$ cat config.mk
export PLATFORM = sky130hd
export DESIGN_NAME = uart_tx_cfg
export DESIGN_NICKNAME = d
export VERILOG_FILES = /design/src/rtl/uart_pkg.sv /design/src/rtl/uart_baud_gen.sv /design/src/rtl/uart_tx_cfg.sv
export SDC_FILE = /design/constraint.sdc
export NUM_CORES = 1
export LEC_CHECK = 0
export BUFFER_PORTS_ARGS = -buffer_cell sky130_fd_sc_hd__buf_4
export CORE_UTILIZATION = 54
export CTS_BUF_LIST = sky130_fd_sc_hd__clkbuf_8
export DETAILED_ROUTE_END_ITERATION = 8
export PLACE_DENSITY = 0.77
export SLEW_MARGIN = 0
export SYNTH_ARGS = -nofsm -noshare
export SYNTH_HDL_FRONTEND = slang
export SYNTH_SLANG_ARGS = --single-unit
export TNS_END_PERCENT = 20
$ cat constraint.sdc
create_clock -name CLK -period 2.02 [get_ports CLK]
set_input_delay 0.303 -clock CLK [delete_from_list [all_inputs] [get_ports CLK]]
set_output_delay 0.303 -clock CLK [all_outputs]
set_load 0.05 [all_outputs]
$ cat src/rtl/uart_pkg.sv
// Shared definitions for the configurable UART transmitter.
// Holds parity-mode constants, the transmit state encoding and the
// clocks-per-bit helper used by the top and the baud generator.
package uart_pkg;

    localparam int PAR_NONE = 0;
    localparam int PAR_ODD  = 1;
    localparam int PAR_EVEN = 2;

    typedef enum logic [2:0] {
        ST_IDLE,
        ST_START,
        ST_DATA,
        ST_PARITY,
        ST_STOP
    } tx_state_e;

    // Clocks per line bit, rounded to nearest.
    function automatic int calc_div(input int clk_freq, input int baud);
        return (clk_freq + baud / 2) / baud;
    endfunction

endpackage

$ cat src/rtl/uart_baud_gen.sv
// Bit-period generator: counts 0..DIV-1 and flags the last clock of each bit.
// Ports: CLK, Rstn (async active-low), clear (restart count at 0),
//        bit_tick (last clock of a bit), pre_tick (clock before bit_tick).
module uart_baud_gen
    import uart_pkg::*;
#(
    parameter int CLK_FREQ = 50000000,
    parameter int BAUD     = 115200
) (
    input  logic CLK,
    input  logic Rstn,
    input  logic clear,
    output logic bit_tick,
    output logic pre_tick
);

    localparam int DIV = calc_div(CLK_FREQ, BAUD);
    // Guard keeps the width legal even when DIV is rejected by the top.
    localparam int CW  = (DIV > 2) ? $clog2(DIV) : 1;

    logic [CW-1:0] cnt_q, cnt_d;

    always_comb begin
        cnt_d = cnt_q + CW'(1);
        if (clear || (cnt_q == CW'(DIV - 1))) begin
            cnt_d = '0;
        end
    end

    always_ff @(posedge CLK or negedge Rstn) begin
        if (!Rstn) begin
            cnt_q <= '0;
        end else begin
            cnt_q <= cnt_d;
        end
    end

    assign bit_tick = (cnt_q == CW'(DIV - 1));
    // Lets the top register a pulse that lands on a bit's final clock.
    assign pre_tick = (cnt_q == CW'(DIV - 2));

endmodule

$ cat src/rtl/uart_tx_cfg.sv
// Configurable UART transmitter: DATA_BITS payload, optional parity, 1/2 stop bits.
// Ports: CLK, Rstn, TX_Data/TX_Valid/TX_Ready handshake in; TX_Busy, TX_Done_Sig,
//        TX_Pin_Out (idle high). All outputs registered; start bit one clock after accept.
module uart_tx_cfg
    import uart_pkg::*;
#(
    parameter int CLK_FREQ  = 50000000,
    parameter int BAUD      = 115200,
    parameter int DATA_BITS = 8,
    parameter int PARITY    = 0,
    parameter int STOP_BITS = 1
) (
    input  logic                 CLK,
    input  logic                 Rstn,
    input  logic [DATA_BITS-1:0] TX_Data,
    input  logic                 TX_Valid,
    output logic                 TX_Ready,
    output logic                 TX_Busy,
    output logic                 TX_Done_Sig,
    output logic                 TX_Pin_Out
);

    localparam int DIV = calc_div(CLK_FREQ, BAUD);
    localparam int IW  = $clog2(DATA_BITS);

    if (DIV < 2) begin : g_bad_div
        $error("uart_tx_cfg: clocks per bit must be at least 2");
    end
    if ((DATA_BITS < 5) || (DATA_BITS > 9)) begin : g_bad_width
        $error("uart_tx_cfg: DATA_BITS must be 5..9");
    end
    if ((PARITY < 0) || (PARITY > 2)) begin : g_bad_parity
        $error("uart_tx_cfg: PARITY must be 0, 1 or 2");
    end
    if ((STOP_BITS != 1) && (STOP_BITS != 2)) begin : g_bad_stop
        $error("uart_tx_cfg: STOP_BITS must be 1 or 2");
    end

    tx_state_e            state_q, state_d;
    logic [DATA_BITS-1:0] shift_q, shift_d;
    logic [IW-1:0]        idx_q, idx_d;
    logic                 stop_idx_q, stop_idx_d;
    logic                 par_q, par_d;
    logic                 pin_q, pin_d;
    logic                 ready_q, ready_d;
    logic                 busy_q, busy_d;
    logic                 done_q, done_d;

    logic accept;
    logic bit_tick;
    logic pre_tick;
    logic last_stop;

    assign accept    = ready_q && TX_Valid;
    assign last_stop = (STOP_BITS == 1) || stop_idx_q;

    uart_baud_gen #(
        .CLK_FREQ (CLK_FREQ),
        .BAUD     (BAUD)
    ) u_baud (
        .CLK      (CLK),
        .Rstn     (Rstn),
        .clear    (accept),
        .bit_tick (bit_tick),
        .pre_tick (pre_tick)
    );

    always_comb begin
        state_d    = state_q;
        shift_d    = shift_q;
        idx_d      = idx_q;
        stop_idx_d = stop_idx_q;
        par_d      = par_q;
        pin_d      = pin_q;
        ready_d    = ready_q;
        busy_d     = busy_q;
        done_d     = 1'b0;

        case (state_q)
            ST_IDLE: begin
                if (accept) begin
                    state_d = ST_START;
                    shift_d = TX_Data;
                    // Parity is fixed at accept from the latched payload.
                    par_d   = (^TX_Data) ^ (PARITY == PAR_ODD);
                    pin_d   = 1'b0;
                    ready_d = 1'b0;
                    busy_d  = 1'b1;
                end
            end
            ST_START: begin
                if (bit_tick) begin
                    state_d = ST_DATA;
                    pin_d   = shift_q[0];
                    shift_d = shift_q >> 1;
                    idx_d   = '0;
                end
            end
            ST_DATA: begin
                if (bit_tick) begin
                    if (idx_q == IW'(DATA_BITS - 1)) begin
                        if (PARITY != PAR_NONE) begin
                            state_d = ST_PARITY;
                            pin_d   = par_q;
                        end else begin
                            state_d    = ST_STOP;
                            pin_d      = 1'b1;
                            stop_idx_d = 1'b0;
                        end
                    end else begin
                        idx_d   = idx_q + IW'(1);
                        pin_d   = shift_q[0];
                        shift_d = shift_q >> 1;
                    end
                end
            end
            ST_PARITY: begin
                if (bit_tick) begin
                    state_d    = ST_STOP;
                    pin_d      = 1'b1;
                    stop_idx_d = 1'b0;
                end
            end
            ST_STOP: begin
                // Registered done must already be high on the final clock.
                if (pre_tick && last_stop) begin
                    done_d = 1'b1;
                end
                if (bit_tick) begin
                    if (last_stop) begin
                        state_d = ST_IDLE;
                        ready_d = 1'b1;
                        busy_d  = 1'b0;
                    end else begin
                        stop_idx_d = 1'b1;
                    end
                end
            end
            default: begin
                state_d = ST_IDLE;
                pin_d   = 1'b1;
                ready_d = 1'b1;
                busy_d  = 1'b0;
            end
        endcase
    end

    always_ff @(posedge CLK or negedge Rstn) begin
        if (!Rstn) begin
            state_q    <= ST_IDLE;
            shift_q    <= '0;
            idx_q      <= '0;
            stop_idx_q <= 1'b0;
            par_q      <= 1'b0;
            pin_q      <= 1'b1;
            ready_q    <= 1'b1;
            busy_q     <= 1'b0;
            done_q     <= 1'b0;
        end else begin
            state_q    <= state_d;
            shift_q    <= shift_d;
            idx_q      <= idx_d;
            stop_idx_q <= stop_idx_d;
            par_q      <= par_d;
            pin_q      <= pin_d;
            ready_q    <= ready_d;
            busy_q     <= busy_d;
            done_q     <= done_d;
        end
    end

    assign TX_Pin_Out  = pin_q;
    assign TX_Ready    = ready_q;
    assign TX_Busy     = busy_q;
    assign TX_Done_Sig = done_q;

endmodule

Yosys cells after proc, flatten, opt, wreduce, memory -nomap -nowiden:

Cells that the tools add are included.
W data, S select, Z words.

* input port bits: 11
* output and inout bits: 4
* bits in registers: 27
* word-level logic and storage cells: 65

* bitwise logic cells: 2
* reductions and logical operators: 11
* $add $sub $neg: 2
* muxes and demuxes: 28
* equality and inequality tests: 14

Operator list (count)
* $mux W8: 4
* $mux W3: 8
* $pmux W8 S3: 1
* $eq A9 B9 Y1 const B: 2
* $pmux W3 S5: 1
* $ne A2 B2 Y1 const B: 6
* $reduce_and A5 Y1: 2
* $add A9 B1 Y9 const B: 1
* $mux W1: 9
* $mux W9: 1
* $eq A3 B2 Y1 const B: 2
* $eq A3 B3 Y1 const B: 2
* $pmux W1 S3: 2
* $pmux W3 S2: 1
* $reduce_and A6 Y1: 1
* $pmux W1 S5: 1
* $reduce_and A4 Y1: 1
* $add A3 B1 Y3 const B: 1
* $eq A3 B1 Y1 const B: 1
* $logic_not A3 Y1: 1
* $reduce_and A3 Y1: 1
* $reduce_bool A3 Y1: 1
* $reduce_or A3 Y1: 1
* $ne A2 B1 Y1 const B: 1
* 4 further kinds: 5

Longest topological paths before layout:

Gate-level depths: netlist (run 1).

* word-level depth: 4
* depth in mapped cells: 7

Hierarchy:

Synthesis (run 1) repeated with hierarchy kept, for this count alone.

* cells, all modules: 138
* area, all modules: 1427.6 um^2

Modules (own cells, without submodules)
* uart_tx_cfg: cells each 89, area an instance 933.4 um^2, times used 1
* uart_baud_gen: cells each 49, area an instance 494.2 um^2, times used 1

Worst setup path before layout (run 1):

OpenSTA, ideal clock, no wires.

* path type: reg2reg
* start point: register u_baud.cnt_q[1]
* end point: register shift_q[0]
* slack: -0.222 ns
* buffers on the path: 1
* setup time: 0.125 ns
* data arrival time: 2.117 ns
* clock period less this slack: 2.242 ns
* stages on the path, launching flop included: 8
* cell sequence: dfrtp_1 -> inv_1 -> ha_1 -> or4b_4 -> or2_0 -> buf_6 -> a211oi_4 -> mux2_2

* cells in the longest elaborated chain, start to end: 3
* elaborated cells between the ends (all ways): 4
* those cells by class: eq/ne: 3; reduce/logical: 1

Ends and longest elaborated chain
* start: declaration: line uart_baud_gen.sv:21 `logic [CW-1:0] cnt_q, cnt_d;`
* start signal: assignment: line uart_baud_gen.sv:34 `cnt_q <= cnt_d;`
* $eq A9 B9 Y1 *: line uart_baud_gen.sv:38 `assign bit_tick = (cnt_q == CW'(DIV - 1));`
* $ne A2 B2 Y1 (no line)
* $reduce_and A5 Y1 (no line) *
* end signal: assignment: line uart_tx_cfg.sv:161 `shift_q <= shift_d;`
* end: declaration: line uart_tx_cfg.sv:40 `logic [DATA_BITS-1:0] shift_q, shift_d;`

Mark *: on every way between the ends. The rest lies on a longest branch, timed or not.
A chain may end at the register's enable or synchronous reset.

Final worst setup path (run 1):

* start point: register u_baud.cnt_q[1]
* end point: register shift_q[6]

Same word-level chain as after synthesis.

==> flow_results.org, run 1 <==
** Placed design
- Summed over all nets, the half-perimeter wirelength after detailed placement is just under 2000 um.
- Port Buffer Count :: 14
- # placed instances :: ~180
- After detailed placement, the total cell area comes to 0.001597 mm^2.
- Routability Congestion :: roughly 0.85

** Outcome
- Violations in the final reports :: setup timing
- Status :: complete, but fails checks

** Die
- During I/O placement, the number of pins put on the boundary was 15.
- # rows :: 17
- Width of the die :: approximately 52 um
- The initial utilization of the core area, before any placement, comes to 0.5948.
- Area of the die :: roughly 0.0027 mm^2
- Die boundary height :: 52.30 um
- Placeable core area :: 0.002297 mm^2

** GRT
- The via count of the first global-routing pass came to 1,036.
- Across every metal layer, demand over resource in global routing totals 0.2303.
- Grt ovf :: 0
- The first global-routing pass estimated between 4000 and 5000 um of wire.
- Entering global routing, the biggest net connects 28 pins.
- Antenna violations before repair :: 0

** Yosys
- The synthesized netlist occupies a cell area of 0.001366 mm^2.
- Warnings from Yosys :: 0
- Counting distinct cell types in the post-synthesis netlist gives 35.
- Number of storage elements in the synthesis netlist :: 27
- In the post-synthesis netlist, the biggest area contributors are sky130_fd_sc_hd__dfrtp_1 46%, sky130_fd_sc_hd__mux2_2 13%, sky130_fd_sc_hd__ha_1 4.6%.
- Proportion of netlist area held by the largest area contributor :: 0.4579
- Cell taking the most area after synthesis :: sky130_fd_sc_hd__dfrtp_1
- After synthesis, the mean cell area works out to 11.20 um^2.
- Synthesis produced a netlist with a net count of roughly 140.
- Sequential element share of the synthesized area :: 0.4963
- Counting every instance in the synthesized netlist gives roughly 120.

** Pwr
- In this run the power spent charging and discharging nets is between 200 and 250 uW.
- Leakage power total :: between 0.0007 and 0.0008 uW
- Power comes to ~950 uW.
- Of the total power, registers draw 0.592.
- Fraction of power consumed by combinational cells :: 0.092
- Cell internal power was estimated by the tool at ~740 uW.
- Of the total power, the share spent switching nets is 0.2210.
- In this run the power density over the cells is 561.0 mW/mm^2.
- Worst voltage drop across the vdd grid :: around 0.41 mV
- Part of the total power dissipated in the clock network :: 0.316

** Final layout
- Diodes inserted :: 0
- Synth-to-Final Area Change :: 23.81%
- Summing all flip-flop and latch instances after layout gives a little under 700 um^2.
- After the flow finishes, the layout carries non-filler instances totaling about 180.
- Summing all multi-input logic gate instances after layout gives 679.4 um^2.
- Of the cells placed in the final design, the portion with a size suffix greater than 1 is 0.3701.
- Util after Layout :: 0.7364
- Fin area :: between 0.0015 and 0.002 mm^2
- Number of nets in the final layout :: around 170
- Total of fill cells in the finished design :: ~170

** CTS
- After clock tree synthesis, the clock-pin slew on the worst setup and hold paths is 90 ps.
- For this design, the sink count on the clock tree is 27.
- Max Root-Sink Buffers :: 2
- TritonCTS created 3 clock buffers.
- Clock root cell :: sky130_fd_sc_hd__clkbuf_8
- Clock tree from TritonCTS :: built
- Clock insertion delay at the later pin of the skew report :: between 200 and 300 ps
- H-tree Lvls :: 1

** Critical path
- STA puts the critical path data required time at approximately 2200 ps.
- The worst setup path is of the flip-flop to flip-flop kind.
- Cells along the critical path :: inv_2 > ha_4 > or4b_4 > or2_4 > a211oi_4 > buf_6 > mux2_2
- Number of buffer and inverter stages on the critical path :: 2
- Category of cells accounting for the largest share of critical-path delay :: simple AND/OR/NAND/NOR gates
- For this run, the slowest stage of the critical path takes ~450 ps.
- Type of element capturing the critical path :: flip-flop
- Arr. time, crit path :: between 2000 and 2500 ps
- Biggest fanout along the worst timing path :: 8
- Among all stages on the critical path, the largest delay is contributed by sky130_fd_sc_hd__or4b_4.
- The worst setup path is launched from a flip-flop.

** Timing
- Pin slew with the least headroom to its limit :: roughly 540 ps
- The routed design could run at a clock period as short as 2123 ps.
- Max-slew violations :: 0
- Maximum clock skew at final layout :: just over 7 ps
- Maximum achievable frequency :: ~0.47 GHz
- In this run the tightest slew margin relative to its limit is 0.6369.
- Setup slack after layout :: -102.7 ps
- Setup repair after global routing could not meet its margin everywhere.
- Setup violations remaining at the end of the flow were counted as 11.
- Of the available clock period, the critical path in the final layout requires 1.051.
- Hold violation count in the final report :: 0

** Route
- Detailed-route wire length :: between 2000 and 3000 um
- Using the TritonRoute via totals, the vias-per-cell ratio works out to about 5.7.
- Length of the first detailed-routing pass in iterations :: 4
- In the routed design, unresolved DRC markers number 0.
- Average wire per standard cell :: about 16 um
- The first routing iteration left 31 violations.
- Via total after detailed routing :: roughly 1,000
- Number of nets still failing antenna checks after routing :: 0

** Flow run
- The tool flagged a number of max-cap violations equal to 0.

** Hold path
- Hold WC Path Type :: primary input to flip-flop
[metrics by stage]
step	hold slack, ps	setup TNS, ps	setup WS, ps
final	217.5	-746.4	-102.7
after detailed placement	231.0	-1788	-195.7
after floorplan	7.409	-1772	-221.5
after CTS	212.2	-699.4	-99.02
after global routing	222.9	-1440	-160.2
after global placement	228.2	-732.9	-87.43
[power groups by stage]
stage               Clock, uW  Combinational, uW  Sequential, uW
floorplan                   0               30.5             572
global placement            0               77.9             570
detailed placement          0               80.9             571
CTS                       301               88.5             561
global route              328               96.7             562
finish                    300               87.7             562
[cells in the final DEF (no fill, tap or decap), types with 2 or more instances in the layout]
cell,instances
sky130_fd_sc_hd__buf_4,28
sky130_fd_sc_hd__dfrtp_1,25
sky130_fd_sc_hd__nor2_1,14
sky130_fd_sc_hd__mux2_2,14
sky130_fd_sc_hd__inv_1,6
sky130_fd_sc_hd__xnor2_1,6
sky130_fd_sc_hd__nand2_1,5
sky130_fd_sc_hd__nand3_1,5
sky130_fd_sc_hd__o21ai_0,5
sky130_fd_sc_hd__a21oi_1,4
sky130_fd_sc_hd__ha_1,4
sky130_fd_sc_hd__clkbuf_8,3
sky130_fd_sc_hd__dfstp_2,2
sky130_fd_sc_hd__nand4_1,2
sky130_fd_sc_hd__nand2b_1,2
sky130_fd_sc_hd__a22o_1,2
sky130_fd_sc_hd__mux2_4,2
sky130_fd_sc_hd__a31oi_1,2
[timing repair]
| item | 4_1_cts | 5_1_grt |
|---|---|---|
| hold endpoints to repair | 25 | 0 |
| hold buffers | 1 | 0 |
| resized for setup | 9 | 0 |
| buffers inserted | 1 | 0 |
| endpoints found under the setup margin | 11 | 11 |
| cloned | 0 | 0 |
[flip-flops by register name (all words and copies together) (netlist names)]
name          count
TX_Done_Sig       1
TX_Pin_Out        1
idx_q             3
u_baud.cnt_q      9
shift_q           8
TX_Ready          1
TX_Busy           1
state_q           3
[synth_stat cells]
cell type,n
sky130_fd_sc_hd__a211oi_4,1
sky130_fd_sc_hd__o22a_1,1
sky130_fd_sc_hd__dfstp_2,2
sky130_fd_sc_hd__xor2_1,1
sky130_fd_sc_hd__nor4_1,2
sky130_fd_sc_hd__or3_1,1
sky130_fd_sc_hd__o31ai_1,1
sky130_fd_sc_hd__o21ai_0,5
sky130_fd_sc_hd__a22oi_1,1
sky130_fd_sc_hd__nand3_1,5
sky130_fd_sc_hd__inv_1,6
sky130_fd_sc_hd__a21oi_2,1
sky130_fd_sc_hd__ha_1,5
sky130_fd_sc_hd__nor2b_1,1
sky130_fd_sc_hd__a21oi_1,4
sky130_fd_sc_hd__a31oi_1,2
sky130_fd_sc_hd__or4b_4,1
sky130_fd_sc_hd__or4_1,1
sky130_fd_sc_hd__dfrtp_1,25
sky130_fd_sc_hd__or2_0,1
sky130_fd_sc_hd__and3_1,1
sky130_fd_sc_hd__o311ai_0,1
sky130_fd_sc_hd__buf_6,1
sky130_fd_sc_hd__nand2b_1,2
sky130_fd_sc_hd__nor3_1,1
sky130_fd_sc_hd__a22o_1,2
sky130_fd_sc_hd__mux2_2,16
sky130_fd_sc_hd__nand4_1,2
sky130_fd_sc_hd__nor2_1,14
sky130_fd_sc_hd__clkbuf_1,1
sky130_fd_sc_hd__and4_1,1
sky130_fd_sc_hd__o32ai_1,1
sky130_fd_sc_hd__xnor2_1,6
sky130_fd_sc_hd__o21a_1,1
sky130_fd_sc_hd__nand2_1,5
[cell families after synthesis]
logic type	Yosys count	synth area share
AOI/OAI and AO/OA	21	0.1117
and+or+nand+nor	38	0.1419
xor gates and xnor gates	7	0.04487
muxes	16	0.1319
DFF	27	0.4963
adders and majority gates	5	0.04579
buffers and inverters	8	0.02747
[worst register-to-register path, stage by stage, from the launching register on]
cell,delay [ps]
sky130_fd_sc_hd__dfrtp_1,400
sky130_fd_sc_hd__inv_2,80
sky130_fd_sc_hd__ha_4,120
sky130_fd_sc_hd__or4b_4,450
sky130_fd_sc_hd__or2_4,260
sky130_fd_sc_hd__a211oi_4,210
sky130_fd_sc_hd__buf_6,170
sky130_fd_sc_hd__mux2_2,340
[final cells by class]
| cell class | instances | share of cell area |
|---|---|---|
| timing repair buffer | 30 | 0.1368 |
| clock buffer | 3 | 0.02441 |
| clock inverter | 1 | 0.002219 |
| tap | 28 | 0.02071 |
| sequential | 27 | 0.4009 |
| multi-input combinational | 87 | 0.4016 |
| inverter | 6 | 0.01331 |
[routing by layer]
metal  share of wire  global-route usage  vias up
met2            0.50              0.4030       29
met5               0                   0        -
met1            0.45              0.2857      515
met3           0.037             0.04348        2
met4          0.0056             0.06579        0
li1                -                   -      499
[path summary, 6_finish.rpt]
kind | slack [ps] | end | depth (start not counted) | startpoint
worst min register to register | 510 | shift_q[5]$_DFFE_PN0P_ | 1 | shift_q[5]$_DFFE_PN0P_
worst min-delay path | 220 | TX_Ready$_DFFE_PN1P_ | 2 | TX_Valid
worst max register to register | -100 | shift_q[6]$_DFFE_PN0P_ | 7 | u_baud.cnt_q[1]$_DFF_PN0_
max in group asynchronous | 1230 | TX_Pin_Out$_DFFE_PN1P_ | 2 | Rstn
min in group asynchronous | 490 | idx_q[1]$_DFFE_PN0P_ | 2 | Rstn
worst max-delay path | -100 | shift_q[6]$_DFFE_PN0P_ | 7 | u_baud.cnt_q[1]$_DFF_PN0_
(Power assumes the default switching activity.)
==> run 2, diff against run 1 <==
Settings changed: HOLD_SLACK_MARGIN from default to 0.12, MAX_ROUTING_LAYER from default to met4.
==> flow_results.org, run 2 (synthesized netlist as in run 1, its figures left out) <==
** Final layout
- The top cell types in the final layout, fill and taps aside, are 28 x sky130_fd_sc_hd__buf_4, 25 x sky130_fd_sc_hd__dfrtp_1, 14 x sky130_fd_sc_hd__nor2_1, 14 x sky130_fd_sc_hd__mux2_2.
- The register with the most flip-flops in the final layout is u_baud.cnt_q.
- Flip-flop count of the largest register after layout :: 9 (unchanged)
- Leaving out fill and tap cells, the most frequent cell in the layout is sky130_fd_sc_hd__buf_4.
- Final cell count without fillers :: 182 (unchanged)
- Number of nets in the final layout :: 171 (unchanged)
- Largest registers :: u_baud.cnt_q: 9 flops, shift_q: 8 flops
- The design area was 0.001692 mm^2 (unchanged).
- The fraction of layout cells with a size suffix above 1 came to 0.3701 (unchanged).
- The number of antenna repair diodes came to 0 (unchanged).
- Synth-to-Final Area Change :: 23.81% (unchanged)

** Placed design
- Port Buffer Count :: 14 (unchanged)
- The instance area after placement is 0.001597 mm^2 (unchanged).
- # placed instances :: 176 (unchanged)
- Routability Congestion :: 0.8639 (+1.6%)
- The worst setup timing slack at the placement stage was -195.7 ps (unchanged).
- The placed wire-length estimate after detailed placement came to 1966 um (unchanged).

** Critical path
- The critical-path maximum fanout is 8 (unchanged).
- Critical Path Slowest Stage Cell :: sky130_fd_sc_hd__or4b_4
- The setup path with the least slack is of type flip-flop to flip-flop.
- The worst register-to-register path begins at u_baud.cnt_q[1]$_DFF_PN0_.
- The worst setup path is captured at a flip-flop.
- The endpoint identified for the worst register-to-register timing path is shift_q[6]$_DFFE_PN0P_.
- Kind of start point of the critical path :: flip-flop
- Arr. time, crit path :: 2290 ps (about the same)
- Worst R2R Setup Slack :: -100 ps (about the same)
- In this run the worst setup path begins at u_baud.cnt_q[1]$_DFF_PN0_.
- Required arrival time at the worst endpoint :: 2180 ps (about the same)
- The count of buffer and inverter cells on the critical path came to 2 (unchanged).
- Worst setup endpoint :: shift_q[6]$_DFFE_PN0P_
- Among cell families on the critical path, the largest total delay comes from simple AND/OR/NAND/NOR gates.
- Largest stage delay on the critical path :: 450 ps (about the same)
- Cell depth of the worst setup path :: 7 (unchanged)
- The number of cells on the worst reg-to-reg path is 7 (unchanged).
- Cells along the critical path :: inv_2 > ha_4 > or4b_4 > or2_4 > a211oi_4 > buf_6 > mux2_2

** CTS
- TritonCTS built the clock tree.
- Clock insertion delay at the later pin of the skew report :: 270 ps (about the same)
- Post-CTS clock slew at the launch and capture registers of the worst setup and hold paths :: 90 ps (about the same)
- The TritonCTS sink count is 27 (unchanged).
- Max Root-Sink Buffers :: 2 (unchanged)
- Clock root cell :: sky130_fd_sc_hd__clkbuf_8
- TritonCTS buffer count :: 3 (unchanged)
- H-tree Lvls :: 1 (unchanged)

** Die
- Placeable core area :: 0.002297 mm^2 (unchanged)
- Area of the die :: 0.002735 mm^2 (unchanged)
- # rows :: 17 (unchanged)
- Die boundary height :: 52.30 um (unchanged)
- Starting density of the core :: 0.5948 (unchanged)
- Number of primary I/O pins :: 15 (unchanged)
- The die boundary width came to 52.30 um (unchanged).

** Timing
- The number of slew-limit violations in the final report is 0 (unchanged).
- The count of final hold-check violations is 0 (unchanged).
- The slack of the critical path was -102.7 ps (+0.008000 ps).
- Share of the clock period used by the worst path after layout :: 1.051 (about the same)
- Maximum achievable frequency :: 0.4711 GHz (about the same)
- The final critical path time including I/O delays and setup came to 2123 ps (-0.008000 ps).
- Pin slew with the least headroom to its limit :: 537.8 ps (unchanged)
- The worst setup skew after layout is 7.098 ps (+0.02127 ps).
- Setup repair after global routing could not meet its margin everywhere.
- Final-report setup violation count :: 11 (unchanged)
- The post-route worst hold slack was 217.6 ps (+0.02100 ps).
- The headroom to the max-slew limit was 0.6369 (unchanged).

** GRT
- The largest net degree at the start of global routing is 28 (unchanged).
- Vias in the first global route :: 1,035 (-0.097%)
- Grt ovf :: 0 (unchanged)
- The initial antenna violation count is 0 (unchanged).
- First-pass GRT wire length :: 4560 um (+0.13%)
- GR Util All Layers :: 0.2364 (+0.006100)

** Route
- Final routed DRC violation total :: 0 (unchanged)
- The number of nets with antenna violations after detailed routing came to 0 (unchanged).
- The final wirelength came to 2833 um (about the same).
- Average wire per standard cell :: 15.57 um (about the same)
- Per-cell via count in the routed design :: 5.742 (unchanged)
- The detailed-routing iteration count for the pre-antenna-repair pass is 4 (unchanged).
- Number of design-rule violations left by the first detailed-router iteration :: 31 (unchanged)
- Via total after detailed routing :: 1,045 (unchanged)

** Outcome
- Violations in the final reports :: setup timing
- Status :: complete, but fails checks

** Flow run
- Count of maximum capacitance violations :: 0 (unchanged)

** Pwr
- The total leakage power is 0.0007523 uW (unchanged).
- Worst voltage drop across the vdd grid :: 0.4086 mV (about the same)
- The power density of the placed cells was 561.0 mW/mm^2 (about the same).
- The post-route total power came to 949.0 uW (about the same).

** Hold path
- Hold WC Path Type :: primary input to flip-flop
run 2: worst reg2reg max path: stages (launching register included):
cell                       delay (ps)
sky130_fd_sc_hd__dfrtp_1          400
sky130_fd_sc_hd__inv_2             80
sky130_fd_sc_hd__ha_4             120
sky130_fd_sc_hd__or4b_4           450
sky130_fd_sc_hd__or2_4            260
sky130_fd_sc_hd__a211oi_4         210
sky130_fd_sc_hd__buf_6            170
sky130_fd_sc_hd__mux2_2           340
run 2: report_power, final:
group          internal (uW)  switching [uW]
Clock                    136             164
Combinational           50.0            37.7
Sequential               553            8.41
Total                    739             210
run 2: layout make-up:
cell class | instances | area [um^2]
clock buffer | 3 | 41.29
clock inverter | 1 | 3.754
fill | 165 | 605.6
inverter | 6 | 22.52
multi-input combinational | 87 | 679.4
sequential | 27 | 678.2
tap | 28 | 35.03
timing repair buffer | 30 | 231.5
run 2: how the worst min path moves through the flow:
stage / from / to / cells past startpoint
final: TX_Valid / TX_Ready$_DFFE_PN1P_ / 2
after global routing: TX_Valid / TX_Ready$_DFFE_PN1P_ / 2
after CTS: TX_Valid / TX_Ready$_DFFE_PN1P_ / 2
after detailed placement: Rstn / idx_q[1]$_DFFE_PN0P_ / 1
after global placement: Rstn / idx_q[1]$_DFFE_PN0P_ / 1
after floorplan: Rstn / TX_Busy$_DFFE_PN0P_ / 0
run 2: stage by stage:
stage / TNS [ps] / utilization
floorplan: -1772 / -
global placement: -732.9 / 0.6950
detailed placement: -1788 / 0.6950
CTS: -699.4 / 0.7364
global route: -1440 / 0.7364
finish: -746.4 / 0.7364
run 2: routing by layer:
metal  share of wire  GRT usage  wire [um]  up-vias
met5               0          -          0        -
met2            0.50     0.4030       1427       29
met1            0.45     0.2857       1285      515
met3           0.036    0.04348        101        2
li1                -          -          -      499
met4          0.0064    0.06579         18        0
run 2: repair_timing:
item | 4_1_cts | 5_1_grt
hold buffers | 1 | 0
pin swaps | 0 | 0
setup endpoints to repair | 11 | 11
gates resized for setup | 9 | 0
setup buffers | 1 | 0
endpoints found under the hold margin | 25 | 0
